[config.mk]
export PLATFORM = sky130hd
export DESIGN_NAME = moore_11011_seq_gen_flat
export DESIGN_NICKNAME = d
export VERILOG_FILES = /design/src/rtl/moore_11011_seq_gen_if.sv /design/src/rtl/moore_11011_seq_gen.sv /design/src/flat_wrapper.sv
export SDC_FILE = /design/constraint.sdc
export NUM_CORES = 1
export LEC_CHECK = 0
export CORE_UTILIZATION = 23
export DETAILED_ROUTE_END_ITERATION = 6
export GPL_TIMING_DRIVEN = 0
export PLACE_DENSITY = 0.36
export SETUP_SLACK_MARGIN = 0.3
export SLEW_MARGIN = 0
export SYNTH_ARGS = -nofsm -noshare
export SYNTH_HDL_FRONTEND = slang
export SYNTH_SLANG_ARGS = --single-unit
[constraint.sdc]
create_clock -name clk -period 2.9 [get_ports clk]
set_input_delay 0.58 -clock clk [delete_from_list [all_inputs] [get_ports clk]]
set_output_delay 0.58 -clock clk [all_outputs]
set_load 0.01 [all_outputs]
[src/rtl/moore_11011_seq_gen_if.sv]
// Handshake bundle for the serial pattern generator: job request in, serial bit stream and status out.
interface moore_11011_seq_gen_if #(
   parameter int CNT_W = 4
);
   logic             start;
   logic [CNT_W-1:0] repeat_n;
   logic             stall;
   logic             out;
   logic             out_valid;
   logic             busy;
   logic             done;

   // Requester side: issues jobs and consumes the bit stream.
   modport master (
      output start, repeat_n, stall,
      input  out, out_valid, busy, done
   );

   // Generator side.
   modport slave (
      input  start, repeat_n, stall,
      output out, out_valid, busy, done
   );
endinterface

[src/rtl/moore_11011_seq_gen.sv]
// Moore serial pattern generator: sends PATTERN MSB-first repeat_n times,
// with GAP_CYC idle cycles between repetitions, pausable with stall.
//
// state | meaning
// IDLE  | waiting for start; outputs all 0
// SEND  | driving one pattern bit per cycle, out_valid=1
// GAP   | idle spacing between repetitions, out_valid=0
// DONE  | one-cycle done pulse, then back to IDLE
module moore_11011_seq_gen #(
   parameter int               PAT_W   = 5,
   parameter logic [PAT_W-1:0] PATTERN = 5'b11011,
   parameter int               CNT_W   = 4,
   parameter int               GAP_CYC = 1
) (
   input  logic                  clk,
   input  logic                  rst,
   moore_11011_seq_gen_if.slave  bus
);
   localparam int BIT_W = (PAT_W > 1) ? $clog2(PAT_W) : 1;
   localparam int GAP_W = (GAP_CYC > 1) ? $clog2(GAP_CYC) : 1;
   localparam logic [BIT_W-1:0] BIT_LAST = BIT_W'(PAT_W - 1);
   // GAP is unreachable when GAP_CYC==0, so the clamp only keeps the constant legal.
   localparam logic [GAP_W-1:0] GAP_LAST = GAP_W'((GAP_CYC > 0) ? GAP_CYC - 1 : 0);

   typedef enum logic [1:0] {IDLE, SEND, GAP, DONE} state_t;

   state_t           state;
   logic [PAT_W-1:0] shreg;
   logic [BIT_W-1:0] bitcnt;
   logic [GAP_W-1:0] gapcnt;
   logic [CNT_W-1:0] repcnt;
   logic             out_r;
   logic             valid_r;
   logic             busy_r;
   logic             done_r;

   // Outputs are registered alongside the state, so they always reflect the state just entered.
   always_ff @(posedge clk or posedge rst) begin
      if (rst) begin
         state   <= IDLE;
         shreg   <= '0;
         bitcnt  <= '0;
         gapcnt  <= '0;
         repcnt  <= '0;
         out_r   <= 1'b0;
         valid_r <= 1'b0;
         busy_r  <= 1'b0;
         done_r  <= 1'b0;
      end else begin
         case (state)
            IDLE: begin
               if (bus.start) begin
                  busy_r <= 1'b1;
                  if (bus.repeat_n != '0) begin
                     state   <= SEND;
                     shreg   <= PATTERN;
                     repcnt  <= bus.repeat_n;
                     bitcnt  <= '0;
                     out_r   <= PATTERN[PAT_W-1];
                     valid_r <= 1'b1;
                  end else begin
                     state  <= DONE;
                     done_r <= 1'b1;
                  end
               end
            end
            SEND: begin
               if (!bus.stall) begin
                  if (bitcnt == BIT_LAST) begin
                     repcnt <= repcnt - CNT_W'(1);
                     if (repcnt == CNT_W'(1)) begin
                        state   <= DONE;
                        out_r   <= 1'b0;
                        valid_r <= 1'b0;
                        done_r  <= 1'b1;
                     end else if (GAP_CYC == 0) begin
                        shreg  <= PATTERN;
                        bitcnt <= '0;
                        out_r  <= PATTERN[PAT_W-1];
                     end else begin
                        state   <= GAP;
                        gapcnt  <= '0;
                        out_r   <= 1'b0;
                        valid_r <= 1'b0;
                     end
                  end else begin
                     shreg  <= {shreg[PAT_W-2:0], 1'b0};
                     bitcnt <= bitcnt + BIT_W'(1);
                     out_r  <= shreg[PAT_W-2];
                  end
               end
            end
            GAP: begin
               if (!bus.stall) begin
                  if (gapcnt == GAP_LAST) begin
                     state   <= SEND;
                     shreg   <= PATTERN;
                     bitcnt  <= '0;
                     out_r   <= PATTERN[PAT_W-1];
                     valid_r <= 1'b1;
                  end else begin
                     gapcnt <= gapcnt + GAP_W'(1);
                  end
               end
            end
            DONE: begin
               state  <= IDLE;
               busy_r <= 1'b0;
               done_r <= 1'b0;
            end
            default: begin
               state   <= IDLE;
               out_r   <= 1'b0;
               valid_r <= 1'b0;
               busy_r  <= 1'b0;
               done_r  <= 1'b0;
            end
         endcase
      end
   end

   assign bus.out       = out_r;
   assign bus.out_valid = valid_r;
   assign bus.busy      = busy_r;
   assign bus.done      = done_r;
endmodule
[src/flat_wrapper.sv]
// flat-port wrapper written by rule: the top's interface ports become plain ports
module moore_11011_seq_gen_flat 
#(
   parameter int               PAT_W   = 5,
   parameter logic [PAT_W-1:0] PATTERN = 5'b11011,
   parameter int               CNT_W   = 4,
   parameter int               GAP_CYC = 1
)
  (clk, rst, bus_start, bus_repeat_n, bus_stall, bus_out, bus_out_valid, bus_busy, bus_done);
  moore_11011_seq_gen_if #(.CNT_W(CNT_W)) bus_i ();
  input  logic clk;
  input  logic rst;
  input wire logic [$bits(bus_i.start)-1:0] bus_start;
  input wire logic [$bits(bus_i.repeat_n)-1:0] bus_repeat_n;
  input wire logic [$bits(bus_i.stall)-1:0] bus_stall;
  output wire logic [$bits(bus_i.out)-1:0] bus_out;
  output wire logic [$bits(bus_i.out_valid)-1:0] bus_out_valid;
  output wire logic [$bits(bus_i.busy)-1:0] bus_busy;
  output wire logic [$bits(bus_i.done)-1:0] bus_done;
  assign bus_i.start = bus_start;
  assign bus_i.repeat_n = bus_repeat_n;
  assign bus_i.stall = bus_stall;
  assign bus_out = bus_i.out;
  assign bus_out_valid = bus_i.out_valid;
  assign bus_busy = bus_i.busy;
  assign bus_done = bus_i.done;
  moore_11011_seq_gen #(.PAT_W(PAT_W), .PATTERN(PATTERN), .CNT_W(CNT_W), .GAP_CYC(GAP_CYC)) u_core (.clk(clk), .rst(rst), .bus(bus_i));
endmodule
Word-level counts from Yosys, hierarchy flattened:

Index checks and enable logic that the tools add are counted.

* mux-type cells: 51
* reductions and logical operators: 15
* add/sub/neg operators: 3
* equality and inequality tests: 15

Operators by type and width (count)
* 4-bit two-way mux: 10
* 1-bit two-way mux: 20
* 3-bit two-way mux: 6
* 5-bit AND reduction: 3
* 2-bit != test (second input constant): 7
* 7-bit AND reduction: 2
* 2-bit two-way mux: 6
* 4-bit one-hot mux with 3 select lines: 1
* 6-bit AND reduction: 2
* 1-bit one-hot mux with 3 select lines: 3
* 3-bit one-hot mux with 3 select lines: 1
* 2-bit one-hot mux with 4 select lines: 1
* 4-bit one-hot mux with 2 select lines: 1
* 2-bit by 1-bit != test with 1-bit output (second input constant): 3
* 2-bit nonzero test: 3
* 3-bit nonzero test: 2
* 2-bit == test (second input constant): 2
* 4-bit by 1-bit == test with 1-bit output (second input constant): 1
* 1-bit one-hot mux with 2 select lines: 2
* 4-bit nonzero test: 1
* 4-bit by 1-bit subtractor with 4-bit output (second input constant): 1
* 3-bit by 1-bit adder with 3-bit output (second input constant): 1
* 3-bit == test (second input constant): 1
* 2-bit by 1-bit == test with 1-bit output (second input constant): 1
* other kinds (3): 3

* output and inout port bits: 4
* input bits: 8
* register bits: 18

Longest topological paths before layout:

* word-level depth: 5
* gate-level depth with buffers: 6
* gate-level depth less buffers: 6

Worst setup path before layout:

Ideal clock, no wire load.

* path kind: input-to-reg
* start: input bus_repeat_n[1]
* end: register u_core.shreg[1]
* stages: 4
* path slack: 946 ps
* library setup time: 121 ps
* buffers on the path: 0
* arrival time: 1833 ps
* cells stage by stage: or4_4 and3b_1 o31a_1 o22a_1

* cells in the longest elaborated chain, start to end: 3

RTL lines
* from (decl): line flat_wrapper.sv:14 `input wire logic [$bits(bus_i.repeat_n)-1:0] bus_repeat_n;`
* 4-bit nonzero test: line moore_11011_seq_gen.sv:54 `if (bus.repeat_n != '0) begin`
* 2-bit by 1-bit != test with 1-bit output (no line)
* 7-bit AND reduction (no line)
* to (signal assigned): line moore_11011_seq_gen.sv:87 `shreg <= {shreg[PAT_W-2:0], 1'b0};`
* to (decl): line moore_11011_seq_gen.sv:28 `logic [PAT_W-1:0] shreg;`

No other way between the ends.
A chain may end at the register's enable or synchronous reset.

Final worst setup path:

* start: input bus_repeat_n[0]
* end: register u_core.shreg[3]

The elaborated chain is that of the path after synthesis.

==> out/metrics.cfg <==
[synthesis]
async_flop_share_pct=100
synth_cells=101
synth_seq_area_share_pct=44.8
syn_nets=113
avgSynthCellArea_um2=9.40
synth_top_cell_area_share_pct=44.8
syn-cell-area_um2=950
yosysWarnings=0
synthFlopType=dfrtp_1
synth_edf_count=0
ys_top_cells_by_area=dfrtp_1 (45%), ha_1 (5.3%), inv_1 (4.0%)
yosysTopAreaCell=dfrtp_1
synth.distinct_cells=35
synth-seq-cells=17

[clock_tree]
cts_inserted_buffers=3
h-tree-depth=1
root_buffer=clkbuf_8
cts_tree=yes
clock-sinks=17
clk_path_buf_depth=2
cts.hold.buffers_added=0
clk_latency_ns=0.25
clk_pin_slew_ns=0.07
cts-resized-gates=0
cts_setup_buffers=0

[power]
vdd_drop_max_v=0.000315
power_mw=1.14
sw_frac_of_total_pct=40.2
clock_power_share_pct=15.7
p_int_uw=682
power_frac_seq_pct=37.0
pwr-share-comb_pct=47.3
power_density_nw_per_um2=978
p_leak_nw=0.498
p_switching_uw=458

[layout]
fin_util_pct=30.7
antenna_cells=0
nets=129
regArea_um2=425
layout_common_cells=dfrtp_1 (17), clkdlybuf4s50_1 (11), inv_1 (10), nand2_1 (10), nor2_1 (7)
multi_input_area_um2=475
drive_above_1_share_pct=5.17
layout.cells.non_filler=164
nFillCells=398
layout.cells.most_common=dfrtp_1
syn_to_final_growth_pct=22.7

[timing]
tns_ns=0
final.setup.worst_slack_ns=0.640
rsz0062_at_grt=no
relSlewSlack_pct=53.7
finalClockSkew_ns=0.00263
period_share_pct=77.9
fmaxAchievable_mhz=443
worst_pin_slew_ns=0.694
maxSlewViolCount=0
hold_violations=0
setup_viol=0
post-route-min-period_ns=2.26

[flow_run]
drv_cap=0

[floorplanning]
die_width_um=66.3
die_area_um2=4390
ioPinCount=12
die_y_um=66.3
start_util_pct=25.0
core_um2=3800
rows=22

[drt]
dr.pass1.iters=4
ant_nets=0
finalWirelength_um=2220
drcViolationCount=0
routedWlPerCell_um=13.5
viasPerCell=4.87
vias=799
first_iter_violations=51

[global_routing]
grt_max_degree=18
grt_overflow_total=0
grt_pass1_wl_um=3770
grtUsageTotal_pct=11.9
antenna_found_initial=0
grt_pass1_vias=773

[worst_hold_path]
hp-class=reg2reg

[worst_setup_path]
crit_path_end_kind=register
critPathKind=in2reg
start_kind=input port
critPathRequiredTime_ns=3.04
cp.arrival_ns=2.40
cp_max_fo=5

[place]
dp_slack_ns=0.373
port_buffers=11
placed_cells=160
post-dp-hpwl_um=1670
routabilityCongestion=0.746

[outcome]
status=finished, final reports clean

## final cells by class
type / instances / area share (%)
multi-input cells: 71 / 40.8
flip-flops and latches: 17 / 36.5
repair buffers: 11 / 9.45
clock buffers: 4 / 3.87
inverters: 10 / 3.22
plain buffers: 3 / 0.967
well taps: 48 / 5.16
## registers in the layout (all words and copies together) (netlist names)
| signal | flops |
|---|---|
| u_core.bus.busy | 1 |
| u_core.bus.done | 1 |
| u_core.bus.out | 1 |
| u_core.bus.out_valid | 1 |
| u_core.bitcnt | 3 |
| u_core.shreg | 4 |
| u_core.state | 2 |
| u_core.repcnt | 4 |
## final timing paths
kind	from	to	slack (ns)	cells after the start
hold / removal	u_core.bus.done$_DFFE_PP0P_	u_core.bus.done$_DFFE_PP0P_	0.49	2
max in group asynchronous	rst	u_core.bus.done$_DFFE_PP0P_	1.72	2
setup / recovery	bus_repeat_n[0]	u_core.shreg[3]$_DFFE_PP0P_	0.64	5
setup reg to reg	u_core.bitcnt[0]$_DFFE_PP0P_	u_core.repcnt[2]$_DFFE_PP0P_	1.13	6
hold reg to reg	u_core.bus.done$_DFFE_PP0P_	u_core.bus.done$_DFFE_PP0P_	0.49	2
min in group asynchronous	rst	u_core.bitcnt[0]$_DFFE_PP0P_	0.73	2
## per-layer routing
metal / GRT usage (%) / share of wire [%] / vias up / wire length [µm]
li1: - / - / 395 / -
met1: 15.5 / 50 / 384 / 1100
met2: 18.4 / 46 / 18 / 1010
met3: 4.14 / 4.0 / 2 / 89
met4: 3.46 / 0.77 / 0 / 17
met5: 0 / 0 / - / 0
## stage by stage
| stage | area [µm²] | hold WS [ns] |
|---|---|---|
| 2_1_floorplan | 950 | 0.456 |
| 3_3_place_gp | 1120 | 0.477 |
| 3_5_place_dp | 1120 | 0.488 |
| 4_1_cts | 1160 | 0.507 |
| 5_1_grt | 1160 | 0.530 |
| 6_report | 1160 | 0.491 |
## power groups by stage
stage	combinational (mW)	clock [mW]	sequential (mW)
after floorplan	0.382	0	0.416
after global placement	0.541	0	0.428
after detailed placement	0.544	0	0.427
after CTS	0.549	0.190	0.422
after global routing	0.614	0.198	0.439
final	0.539	0.179	0.422
## cell usage after synthesis, types with 3 or more instances
| cell type | n |
|---|---|
| a21oi_1 | 6 |
| o21ai_0 | 3 |
| ha_1 | 4 |
| nand2_1 | 10 |
| dfrtp_1 | 17 |
| clkbuf_1 | 3 |
| nand3_1 | 3 |
| nor2_1 | 7 |
| inv_1 | 10 |
## critical path: stages
cell and delay [ns]:
clkdlybuf4s50_1 0.44, or4_4 0.57, and3b_1 0.24, o31a_1 0.36, o22a_1 0.21
## cells by family after synthesis
group / Yosys count / synth area share, %
and+or+nand+nor: 36 / 20.4
adders and majority gates: 4 / 5.27
DFF: 17 / 44.8
muxes: 2 / 2.11
buffers and inverters: 13 / 5.14
AOI/OAI and AO/OA: 29 / 22.3
Power figures use the tool's default switching activity.
==> RTL edit 1, RTL diff (config.mk and constraints unchanged) <==
`PAT_W` is set to 5 in 2 places; all go to 10.
--- a/src/rtl/moore_11011_seq_gen.sv
+++ b/src/rtl/moore_11011_seq_gen.sv
@@ -7,7 +7,7 @@
 // GAP   | idle spacing between repetitions, out_valid=0
 // DONE  | one-cycle done pulse, then back to IDLE
 module moore_11011_seq_gen #(
-   parameter int               PAT_W   = 5,
+   parameter int               PAT_W   = 10,
    parameter logic [PAT_W-1:0] PATTERN = 5'b11011,
    parameter int               CNT_W   = 4,
    parameter int               GAP_CYC = 1
--- a/src/flat_wrapper.sv
+++ b/src/flat_wrapper.sv
@@ -1,7 +1,7 @@
 // flat-port wrapper written by rule: the top's interface ports become plain ports
 module moore_11011_seq_gen_flat 
 #(
-   parameter int               PAT_W   = 5,
+   parameter int               PAT_W   = 10,
    parameter logic [PAT_W-1:0] PATTERN = 5'b11011,
    parameter int               CNT_W   = 4,
    parameter int               GAP_CYC = 1
Behaviour: not the same (a bounded check fails within 4 cycles, from zero or initial values and one cycle with rst high).
==> RTL edit 1 against the unedited design <==
  * Critical path depth is the same
  * Sequential cell count rose by 6
  * Clock power increased by 11%
  * Total power up 15%
  * Design area grew 23%
  * Area after synthesis increased by 25%
  * Highest routed layer unchanged
  * Setup slack better by 0.098 ns
  * Critical path type unchanged
  * Routed wire length is 22% higher
==> RTL edit 1: results (changes against the unedited design) <==
stage,metric,value,unit,change
global_routing,vias in the first global route,855,,+11%
synth,post-synthesis sequential area ratio,48.3,%,+3.5 points
routing,"wirelength, routed",2.70,mm,+22%
worst_hold_path,Hold Startpoint,u_core.shreg[5]$_DFFE_PP0P_,,
routing,DR vias/cell,4.39,,-9.9%
finish,Fillers,513,,+29%
power,Clock power frac,15.2,%,-0.5 points
synth,Synthesized Nets,134,,+19%
power,Net Sw Frac,38.0,%,-2.2 points
global_routing,first-pass GRT wire length,4.41,mm,+17%
power,sequential power,0.557,mW,+32%
synth,synth top area cells,"dfrtp_1, nand2_1, ha_1",,
global_routing,Tot GR Track Use,10.9,%,-0.96 points
global_routing,largest net degree at the start of global routing,24,,+6
placement,HPWL after DPL,2.01,mm,+20%
power,Leak,0.618,nW,+24%
setup_path,crit-path max cell delay,0.51,ns,-0.06 ns
routing,drt initial violations,23,,-55%
setup_path,Critical Path AT,2.31,ns,-0.09 ns
setup_path,worst r2r dst,u_core.shreg[4]$_DFFE_PP0P_,,
timing,post-route setup slack,0.738,ns,+0.0982 ns
setup_path,Top Family by Delay on Critical Path,buffers and inverters,,
finish,share of layout cells above drive strength 1,10.9,%,+5.8 points
setup_path,crit path max-delay cell type,clkdlybuf4s50_1,,
worst_hold_path,WHS Endpoint,u_core.shreg[6]$_DFFE_PP0P_,,
placement,DP Area,0.00139,sq mm,+24%
finish,nets@finish,150,,+16%
setup_path,FF-to-FF setup slack,1.04,ns,-0.09 ns
setup_path,peak fanout along the critical path,10,,+5
outcome,outcome,completed,,
placement,Placer Congestion,0.707,,-5.2%
setup_path,CP startpoint,bus_stall,,
setup_path,Reg2Reg Depth,5,,-1
placement,Place WS,0.447,ns,+0.0736 ns
synth,Commonest cells post-synth,"dfrtp_1, nand2_1, inv_1",,
power,Max IR drop VDD,340,uV,+8.1%
setup_path,worst r2r src,u_core.state[1]$_DFFE_PP0P_,,
finish,Regs by FF count,"u_core.shreg: 9 flops, u_core.bitcnt: 4 flops, u_core.repcnt: 4 flops",,
timing,Worst Tran Pin Value,0.942,ns,+0.248 ns
timing,Setup Skew,0.00599,ns,+0.00335 ns
finish,# diodes,0,,unchanged
clock_tree,Clock Path Buffers,2,,unchanged
-- RTL edit 1: worst register-to-register path, stage by stage (launching register included) --
cell and delay [ns]:
dfrtp_1 0.41, buf_6 0.15, nor3b_1 0.47, nand2_2 0.25, buf_2 0.26, o22a_1 0.21
-- RTL edit 1: cells by family (layout without fill, tap and decap cells) --
kind of cell	count (synthesis)	count (layout)	share of synthesized area (%)
AO/OA/AOI/OAI	30	30	19.2
XOR/XNOR	2	2	1.47
adder cells (fa/ha/maj)	4	4	4.20
buffers and inverters	13	28	5.57
flip-flops	23	23	48.3
multiplexers	2	2	1.68
AND/OR/NAND/NOR	48	48	19.5
-- RTL edit 1: final cells by class --
| cell class | instances | area, sq um | area share [%] |
|---|---|---|---|
| Inverter | 9 | 33.8 | 2.36 |
| Clock buffer | 4 | 45.0 | 3.15 |
| Tap cell | 67 | 83.8 | 5.86 |
| Sequential cell | 23 | 576 | 40.2 |
| Buffer | 4 | 32.5 | 2.27 |
| Multi-Input combinational cell | 86 | 549 | 38.4 |
| Timing Repair Buffer | 11 | 110 | 7.70 |
-- RTL edit 1: through the flow --
step / power, mW / hold slack [ns] / utilization (%) / instances
2_1_floorplan: 0.939 / 0.450 / - / 122
3_3_place_gp: 1.11 / 0.463 / 28.6 / 200
3_5_place_dp: 1.12 / 0.471 / 28.6 / 200
4_1_cts: 1.33 / 0.491 / 29.5 / 204
5_1_grt: 1.42 / 0.507 / 29.5 / 204
6_report: 1.31 / 0.484 / 29.5 / 204
-- RTL edit 1: per-layer routing --
metal | routed length [um] | global-route usage, % | vias to the layer above | part of all wire [%]
met5 | 0 | 0 | - | 0
met4 | 22 | 2.56 | 0 | 0.82
met3 | 77 | 3.25 | 2 | 2.9
met2 | 1130 | 15.2 | 10 | 42
met1 | 1470 | 16.5 | 431 | 55
li1 | - | - | 452 | -
==> RTL edit 2, RTL diff (same flow settings) <==
Made on the original files. Encoding of `state_t`: now Gray code (2 bits for 4 states).
--- a/src/rtl/moore_11011_seq_gen.sv
+++ b/src/rtl/moore_11011_seq_gen.sv
@@ -22,7 +22,7 @@
    // GAP is unreachable when GAP_CYC==0, so the clamp only keeps the constant legal.
    localparam logic [GAP_W-1:0] GAP_LAST = GAP_W'((GAP_CYC > 0) ? GAP_CYC - 1 : 0);
 
-   typedef enum logic [1:0] {IDLE, SEND, GAP, DONE} state_t;
+   typedef enum logic [1:0] {IDLE = 2'b00, SEND = 2'b01, GAP = 2'b11, DONE = 2'b10} state_t;
 
    state_t           state;
    logic [PAT_W-1:0] shreg;
Behaviour: same outputs for any inputs over 10 cycles, from zero or initial values and one cycle with rst high; not proved beyond that.
==> RTL edit 2 against the unedited design <==
  * Via count fell by 8.6%
  * Count of clock-buffer cells in the layout fell by 1
  * Setup slack improved by 0.24 ns
  * Synthesized cell count fell by 9.9%
  * Area after synthesis fell by 0.40%
  * Clock skew barely moved
  * Design area fell by 0.22%
  * Core utilization fell by 0.066 points
  * Total power rose by 9.1%
  * Routed wire length fell by 12%
  * Sequential power rose by 2%
  * Sequential cell count did not move
  * Largest cell class unchanged
  * Largest power group unchanged
  * Highest routed layer unchanged
==> RTL edit 2: results (changes against the unedited design) <==
stage,metric,value,unit,change
timing,worst hold slack,0.498,ns,+0.00749 ns
routing,Via Count,730,,-8.6%
setup_path,CP startpoint,bus_repeat_n[2],,
clock_tree,CTS Root Cell,clkbuf_8,,
global_routing,initial antenna violation count,0,,unchanged
synth,post-synthesis sequential area ratio,45.0,%,+0.18 points
power,Leak,0.511,nW,+2.6%
setup_path,peak fanout along the critical path,5,,unchanged
worst_hold_path,Hold Startpoint,u_core.shreg[1]$_DFFE_PP0P_,,
finish,ClkCell Share,3.98,%,+0.12 points
routing,drt initial violations,41,,-20%
routing,met3 wire length,77,um,-13%
synth,Commonest cells post-synth,"dfrtp_1, a21oi_1, inv_1",,
setup_path,crit-path max cell delay,0.47,ns,-0.10 ns
routing,met2 routed WL,797,um,-21%
synth,post-synth cell types,31,,-11%
clock_tree,Clock Path Buffers,2,,unchanged
worst_hold_path,worst min path class,flop to flop,,
global_routing,first-pass GRT wire length,3.43,mm,-9.0%
finish,nets@finish,119,,-7.8%
finish,Signal buf overhead,11.8,%,+1.4 points
setup_path,worst r2r src,u_core.state[0]$_DFFE_PP0P_,,
finish,Seq/total area,36.6,%,+0.079 points
synth,Synth Warn #,0,,unchanged
finish,multi-input combinational area share,40.2,%,-0.67 points
setup_path,crit path max-delay cell type,clkdlybuf4s50_1,,
finish,"non-filler cells, final",154,,-6.1%
global_routing,Tot GR Track Use,10.5,%,-1.4 points
finish,share of layout cells above drive strength 1,14.2,%,+9.0 points
setup_path,FF-to-FF setup slack,1.27,ns,+0.14 ns
routing,Initial DRT Pass Iterations,4,,unchanged
finish,multi-input gates,64,,-9.9%
routing,M1 wire length,1.07,mm,-3.3%
clock_tree,"CTS clk-pin slew, worst paths",0.07,ns,about the same
global_routing,largest net degree at the start of global routing,18,,unchanged
finish,Fillers,411,,+3.3%
routing,per-cell routed wire length,12.7,um,-6.2%
power,Max IR drop VDD,256,uV,-19%
setup_path,worst r2r dst,u_core.shreg[3]$_DFFE_PP0P_,,
global_routing,vias in the first global route,679,,-12%
timing,Worst Tran Pin Value,0.664,ns,-0.0301 ns
setup_path,Reg2Reg Depth,5,,-1
synth,Synthesized Nets,103,,-8.8%
worst_hold_path,WHS Endpoint,u_core.shreg[1]$_DFFE_PP0P_,,
placement,port buffer count,11,,unchanged
global_routing,global-route met1 utilization,16.5,%,+1.0 points
setup_path,Critical Path AT,2.16,ns,-0.24 ns
worst_hold_path,hold path depth,1,,-1
finish,inverters,7,,-3
global_routing,met3 usage,1.55,%,-2.6 points
timing,Setup Skew,0.00282,ns,+0.000184 ns
finish,# clk buffers,3,,-1
placement,HPWL after DPL,1.44,mm,-14%
placement,DP Area,0.00112,sq mm,-0.33%
synth,Syn Area/Cell,10.4,sq um,+11%
global_routing,GR Util met2,13.9,%,-4.5 points
placement,Placer Congestion,0.747,,+0.21%
outcome,outcome,completed,,
synth,synth top area cells,"dfrtp_1, a21oi_1, ha_1",,
setup_path,CP Capture Point,u_core.shreg[2]$_DFFE_PP0P_,,
[RTL edit 2: changes by cell type after synthesis, moves of 3 or more]
cell      change
nand2_1       -5
inv_1         -3
a22o_1        +3
clkbuf_1      -3
a21oi_1       +6
[RTL edit 2: per-stage QoR]
step	util, %	worst slack (ns)
after floorplan	-	1.28
after global placement	29.4	0.582
after detailed placement	29.4	0.619
after CTS	30.6	0.882
after global routing	30.6	0.804
final	30.6	0.880
[RTL edit 2: report_power, final]
part / switching (mW) / internal, mW
combinational: 0.326 / 0.305
clock: 0.0856 / 0.0953
sequential: 0.0849 / 0.346
[RTL edit 2: cell families after synthesis]
family | synth area share (%)
AND/OR/NAND/NOR | 20.4
multiplexers | 1.06
flip-flops | 45.0
buffers and inverters | 5.69
AO/OA/AOI/OAI | 22.6
adder cells (fa/ha/maj) | 5.29
[RTL edit 2: worst register-to-register path, cell delays in order (launching register included)]
cell      delay, ns
dfrtp_1        0.47
nand2b_4       0.20
o32ai_2        0.35
buf_6          0.21
nand3_4        0.09
o22a_1         0.21
